### src/rtl/if_stage_pkg.sv
// Shared definitions for the instruction fetch stage: reset defaults, bubble encoding,
// fetch FSM states and the IF/ID register layout.
package if_stage_pkg;

    localparam logic [6:0]  OPC_OP_IMM = 7'b0010011;

    // addi x0, x0, 0
    localparam logic [31:0] NOP_INST_DEFAULT = {12'h000, 5'd0, 3'b000, 5'd0, OPC_OP_IMM};
    localparam logic [31:0] RESET_PC_DEFAULT = 32'h0000_0000;

    localparam logic [31:0] WORD_MASK = 32'hFFFF_FFFC;

    typedef enum logic [1:0] {
        S_REQ  = 2'd0,
        S_WAIT = 2'd1,
        S_HOLD = 2'd2
    } fetch_state_e;

    typedef struct packed {
        logic [31:0] ir;
        logic [31:0] pc;
        logic        valid;
    } ifid_t;

    typedef struct packed {
        logic [31:0] ir;
        logic [31:0] pc;
        logic        valid;
    } skid_t;

    function automatic logic [31:0] word_align(input logic [31:0] addr);
        return addr & WORD_MASK;
    endfunction

endpackage

### src/rtl/if_stage.sv
// Instruction fetch stage: single-outstanding imem fetch FSM, PC register, one-entry skid
// buffer for responses arriving under stall, and the IF/ID pipeline register.
module if_stage
    import if_stage_pkg::*;
#(
    parameter logic [31:0] RESET_PC = RESET_PC_DEFAULT,
    parameter logic [31:0] NOP_INST = NOP_INST_DEFAULT
) (
    input  logic        clk,
    input  logic        rst,
    input  logic        stall,
    input  logic        take_branch,
    input  logic [31:0] target_pc,
    output logic        imem_req,
    output logic [31:0] imem_addr,
    input  logic        imem_ready,
    input  logic        imem_rvalid,
    input  logic [31:0] imem_rdata,
    output logic [31:0] if_id_IR,
    output logic [31:0] if_id_PC,
    output logic        if_id_valid_inst
);

    fetch_state_e state_q, state_d;
    logic [31:0]  pc_q, pc_d;
    logic [31:0]  issued_pc_q, issued_pc_d;
    logic         drop_q, drop_d;
    skid_t        skid_q, skid_d;
    ifid_t        ifid_q, ifid_d;

    logic [31:0]  fetch_addr;
    ifid_t        bubble;
    logic         deliver;
    logic [31:0]  deliver_ir;
    logic [31:0]  deliver_pc;

    assign fetch_addr = word_align(pc_q);
    assign bubble     = '{ir: NOP_INST, pc: fetch_addr, valid: 1'b0};

    always_comb begin
        state_d     = state_q;
        pc_d        = pc_q;
        issued_pc_d = issued_pc_q;
        drop_d      = drop_q;
        skid_d      = skid_q;
        ifid_d      = ifid_q;
        deliver     = 1'b0;
        deliver_ir  = '0;
        deliver_pc  = '0;

        if (take_branch) begin
            // Redirect beats stall and every FSM action.
            pc_d         = word_align(target_pc);
            skid_d.valid = 1'b0;
            ifid_d       = bubble;
            case (state_q)
                S_REQ: begin
                    if (imem_ready) begin
                        // Old address was accepted; its response must be swallowed.
                        issued_pc_d = fetch_addr;
                        drop_d      = 1'b1;
                        state_d     = S_WAIT;
                    end else begin
                        state_d = S_REQ;
                    end
                end
                S_WAIT: begin
                    if (imem_rvalid) begin
                        drop_d  = 1'b0;
                        state_d = S_REQ;
                    end else begin
                        drop_d = 1'b1;
                    end
                end
                S_HOLD: begin
                    state_d = S_REQ;
                end
                default: begin
                    state_d = S_REQ;
                end
            endcase
        end else begin
            case (state_q)
                S_REQ: begin
                    if (imem_ready) begin
                        issued_pc_d = fetch_addr;
                        state_d     = S_WAIT;
                    end
                end
                S_WAIT: begin
                    if (imem_rvalid) begin
                        if (drop_q) begin
                            drop_d  = 1'b0;
                            state_d = S_REQ;
                        end else if (!stall) begin
                            deliver    = 1'b1;
                            deliver_ir = imem_rdata;
                            deliver_pc = issued_pc_q;
                            pc_d       = pc_q + 32'd4;
                            state_d    = S_REQ;
                        end else begin
                            skid_d  = '{ir: imem_rdata, pc: issued_pc_q, valid: 1'b1};
                            state_d = S_HOLD;
                        end
                    end
                end
                S_HOLD: begin
                    if (!stall) begin
                        deliver      = skid_q.valid;
                        deliver_ir   = skid_q.ir;
                        deliver_pc   = skid_q.pc;
                        skid_d.valid = 1'b0;
                        pc_d         = pc_q + 32'd4;
                        state_d      = S_REQ;
                    end
                end
                default: begin
                    state_d = S_REQ;
                end
            endcase

            if (deliver) begin
                ifid_d = '{ir: deliver_ir, pc: deliver_pc, valid: 1'b1};
            end else if (!stall) begin
                ifid_d = bubble;
            end
        end
    end

    always_ff @(posedge clk or posedge rst) begin
        if (rst) begin
            state_q     <= S_REQ;
            pc_q        <= RESET_PC;
            issued_pc_q <= '0;
            drop_q      <= 1'b0;
            skid_q      <= '0;
            ifid_q      <= '{ir: NOP_INST, pc: 32'h0, valid: 1'b0};
        end else begin
            state_q     <= state_d;
            pc_q        <= pc_d;
            issued_pc_q <= issued_pc_d;
            drop_q      <= drop_d;
            skid_q      <= skid_d;
            ifid_q      <= ifid_d;
        end
    end

    assign imem_req         = (state_q == S_REQ);
    assign imem_addr        = fetch_addr;
    assign if_id_IR         = ifid_q.ir;
    assign if_id_PC         = ifid_q.pc;
    assign if_id_valid_inst = ifid_q.valid;

endmodule

### config.mk
export PLATFORM = sky130hd
export DESIGN_NAME = if_stage
export DESIGN_NICKNAME = d
export VERILOG_FILES = /design/src/rtl/if_stage_pkg.sv /design/src/rtl/if_stage.sv
export SDC_FILE = /design/constraint.sdc
export NUM_CORES = 1
export LEC_CHECK = 0
export ABC_AREA = 1
export CAP_MARGIN = 20
export CELL_PAD_IN_SITES_DETAIL_PLACEMENT = 1
export CELL_PAD_IN_SITES_GLOBAL_PLACEMENT = 2
export CORE_MARGIN = 4
export CORE_UTILIZATION = 33
export CTS_BUF_LIST = sky130_fd_sc_hd__clkbuf_16
export DETAILED_ROUTE_END_ITERATION = 8
export PLACE_DENSITY = 0.9
export SLEW_MARGIN = 5
export SYNTH_ARGS = -nofsm -noshare
export SYNTH_HDL_FRONTEND = slang
export SYNTH_SLANG_ARGS = --single-unit
### constraint.sdc
create_clock -name clk -period 13.7 [get_ports clk]
set_input_delay 1.37 -clock clk [delete_from_list [all_inputs] [get_ports clk]]
set_output_delay 1.37 -clock clk [all_outputs]
set_load 0.1 [all_outputs]
Word-level counts from Yosys, hierarchy flattened
Index checks and enable logic that the tools add are counted.
Word-level totals
  bits in latches: 0
  bits in writable memories: 0
  word-level logic and storage cells: 80
  register bits after elaboration: 193
  memories kept: 0
  bits in read-only memories: 0
  output and inout port bits: 98
Cells by class
  $add $sub $neg: 1
  divide/modulo/power cells: 0
  equal/unequal tests: 10
  bitwise gates (word level): 2
  order comparisons: 0
  multiply operators: 0
  shift-type cells: 0
  mux-type cells: 46
  reductions and logical operators: 11
Operators by type and width (number)
  $mux 32: 12
  $mux 65: 3
  $pmux 32 s2: 3
  $add 32x3->32 const B: 1
  $mux 1: 16
  $mux 2: 7
  $ne 3x3->1 const B: 4
  $reduce_and 5->1: 2
  $ne 3x2->1 const B: 2
  $pmux 1 s2: 3
  $pmux 2 s3: 1
  $reduce_and 3->1: 2
  $reduce_bool 2->1: 3
  $pmux 2 s2: 1
  $reduce_and 4->1: 1
  $ne 3x1->1 const B: 1
  $reduce_bool 3->1: 1
  $eq 2x1->1 const B: 1
  $eq 2x2->1 const B: 1
  $logic_not 2->1: 1
  $ne 2x2->1 const B: 1
  $not 1->1: 2
  $reduce_and 2->1: 1

Longest topological paths before layout
  depth in word-level cells: 7
  mapped depth: 11
  mapped depth without buffers: 11

Least setup slack after synthesis
Ideal clock, no wire load.
  path type: flip-flop to output port
  from: register state_q[0]
  to: output port imem_req
  cell stages (with the launch flop): 3
  path buffers: 0
  data arrival time: 1292 ps
  required time: 12330 ps
  setup slack: 11038 ps
  path through: dfrtp_1 inv_1 ha_1
Between the ends
  word-level cells in the longest chain between the ends: 1
RTL lines
  start, declared: line if_stage.sv:24  | fetch_state_e state_q, state_d;
  start signal, assigned: line if_stage.sv:139  | state_q <= state_d;
  $logic_not 2->1: line if_stage.sv:148  | assign imem_req = (state_q == S_REQ);
  end, declared: line if_stage.sv:14  | output logic imem_req,
Every way passes these cells.

Final worst setup path
  from: input port take_branch
  to: register skid_q[5] (netlist bit)
Between the ends
  word-level cells in the longest chain between the ends: 2
RTL lines
  start, declared: line if_stage.sv:12  | input logic take_branch,
  $not 1->1 (no line)
  $reduce_and 5->1 (no line)
  end signal, assigned: line if_stage.sv:143  | skid_q <= skid_d;
  end, declared: line if_stage.sv:28  | skid_t skid_q, skid_d;
Every way passes these cells.
A chain may end at the register's enable or synchronous reset.

==> results.toml <==
[run_status]
status = "finished, final reports clean"

[global_routing]
grt_start_max_net_pins = 121
grt_pass1_wl_mm = 47.41
grt_overflow_total = 0
grt_pass1_vias = 8623
grt_usage = 0.1915
grt_antenna_before_repair = 1

[synth]
netlist_area_sq_mm = 0.009221
synthAdderAreaFrac = 0.005427
synth_top_family_by_area = "simple AND/OR/NAND/NOR gates"
yosys_warnings = 0
synth_xor_area_frac = 0.001900
synthMuxAreaShare = 0
synth_compound_area_frac = 0.1726
yosys.area_share.simple = 0.2209
syn_inst = 1201
synth.avg_cell_area_sq_um = 7.678
ys_seq_elements = 189
seq_area_frac_synth = 0.5133
ys_types = 31

[clock_tree]
clkTransAtPathRegs_ns = 0.07
insertion_delay_ns = 0.44
numCtsBuffers = 17
postCtsSetupBuffers = 0
clock-sinks = 189
cts_max_level = 4
clock-root-buffer = "clkbuf_16"
clock_path_buffers = 2
postCtsResizedCells = 0
cts_tree = "done"
ctsHoldBuffers = 0

[floorplan]
core_area_sq_mm = 0.02725
fp.dieH_um = 175.2
initial_utilization = 0.3384
ios = 168
die-width_um = 175.2
die_area_sq_mm = 0.03068
row_count = 60

[finish]
fill_cells = 3319
n_antenna_cell = 0
ff_latch_area_sq_mm = 0.004733
final_nets = 1400
multi_input_comb_area_sq_mm = 0.003725
final_cell_mix = "nand2_1, dfrtp_1, clkdlybuf4s50_1"
drive_gt1_frac = 0.04332
synthToLayoutAreaGrowth_pct = 26.76
final_common_cell = "nand2_1"

[routing]
drt_iter0_drc = 522
drtAntennaViolNets = 0
first_pass_iters = 4
wl_per_cell_um = 16.97
drc = 0
routed_wl_mm = 29.03
routed_via_density = 4.937
vias = 8447

[sta]
rsz0062_at_grt = "false"
drv_slew = 0
slew_headroom = 0.2876
worst_slew_pin_slew_ns = 1.065
tns_ns = 0
fmax_mhz = 199.8
fin_skew_ns = 0.01517
layout_min_cycle_time_ns = 5.004
holdWs_ns = 0.4800
final-hold-violation-count = 0
period_share = 0.3653
setup_viol = 0

[critical_path]
crit_required_ns = 13.99
rr_endpoint = "if_id_IR[26]$_DFFE_PP0P_"
cp.arrival_ns = 5.29
critPathMaxStageDelay_ns = 0.73
r2r-start = "state_q[1]$_DFFE_PP0P_"
crit_slowest_cell = "nand4_4"
path_max_fanout = 66
crit_chain = "clkdlybuf4s50_1, buf_4, inv_2, nand2_1, clkinv_2, buf_4, nand4_4, buf_4, nand2_1, o21ai_0"
crit_type = "in -> reg"
rrSetupSlack_ns = 10.53
rr_worst_depth = 10
cp_common_cell = "buf_4"
endpoint_kind = "flip-flop"
start_kind = "input pin"

[place]
place_congestion = 0.8256
dpl.hpwl_mm = 19.26
place.port_buffers = 161

[pwr]
power_density_mw_per_mm2 = 243.7
ir_drop_mv = 0.1637
cellLeakagePower_nw = 5.424

[worst_hold_path]
hold_start = "if_id_PC[6]$_DFFE_PP0P_"
hp-class = "reg -> reg"
worstHoldEndpoint = "if_id_PC[6]$_DFFE_PP0P_"
whs_path_depth = 2

[job]
drv_cap = 0
[synth_stat cells, drive strengths merged]
cell | count | area, sq um
nand2 | 384 | 1444
o21ai | 205 | 1026
dfrtp | 186 | 4654
inv | 126 | 473.0
nor2 | 84 | 325.3
a21oi | 48 | 240.2
nand3 | 42 | 215.2
clkbuf | 36 | 135.1
buf | 32 | 180.2
a22o | 29 | 254.0
a31oi | 7 | 43.79
ha | 4 | 50.05
nor3 | 4 | 20.02
dfstp | 3 | 78.83
nand4 | 2 | 18.77
o22ai | 2 | 12.51
xor2 | 2 | 17.52
a22oi | 1 | 7.510
conb | 1 | 3.750
nor3b | 1 | 7.510
o211ai | 1 | 7.510
or2 | 1 | 6.260
[per-stage QoR]
step / util / std cells / total power, W / setup WS (ns) / area, sq um
after floorplan: - / 1204 / 0.001970 / 7.193 / 9233
after global placement: 0.4067 / 1678 / 0.002341 / 7.638 / 11080
after detailed placement: 0.4067 / 1678 / 0.002369 / 7.582 / 11080
after CTS: 0.4279 / 1710 / 0.002879 / 8.035 / 11660
after global routing: 0.4289 / 1711 / 0.003028 / 8.207 / 11690
final: 0.4289 / 1711 / 0.002849 / 8.696 / 11690
[power by group]
group	switching, W	total [W]	internal (W)
combinational	0.00110	0.00144	0.000336
sequential	0.000155	0.000913	0.000758
clock	0.000252	0.000495	0.000243
total	0.00151	0.00285	0.00134
[registers in the layout (all words and copies together) (netlist names)]
register,count
if_id_valid_inst,1
issued_pc_q,30
if_id_PC,30
skid_q,63
if_id_IR,32
state_q,2
pc_q,30
drop_q,1
[cells by family (layout without fill, tap and decap cells)]
kind of cell | Yosys count | count (layout)
xor gates and xnor gates | 2 | 2
other | 1 | 4
AOI/OAI and AO/OA | 293 | 293
adders and majority gates | 4 | 4
DFF | 189 | 189
and+or+nand+nor | 518 | 518
buffers and inverters | 194 | 329
[critical path, delay by kind of cell]
family / cells / cell delay [ns]
compound gates: 1 / 0.09
buf+inv: 6 / 2.51
simple gates: 3 / 1.23
[routing by layer]
metal  part of all wire  up-vias  track usage
li1                   -     4085            -
met1               0.49     4184       0.2655
met2               0.46      161       0.3137
met3              0.043       15      0.04262
met4             0.0059        2      0.03142
met5            0.00059        -            0
[final cells by class]
cell class              instances  area share
clock buffers                  17     0.03639
multi-input cells             821      0.3187
flip-flops and latches        189      0.4049
well taps                     372     0.03982
repair buffers                171      0.1460
inverters                     126     0.04121
clock inverters                15     0.01295
[worst max path at each step]
stage | startpoint | depth (start not counted) | to
2_1_floorplan | rst | 1 | drop_q$_DFFE_PP0P_
3_3_place_gp | take_branch | 10 | skid_q[10]$_DFFE_PP0P_
3_5_place_dp | take_branch | 10 | skid_q[5]$_DFFE_PP0P_
4_1_cts | take_branch | 10 | skid_q[5]$_DFFE_PP0P_
5_1_grt | take_branch | 10 | skid_q[32]$_DFFE_PP0P_
6_report | take_branch | 10 | skid_q[5]$_DFFE_PP0P_
Power figures use the tool's default switching activity.
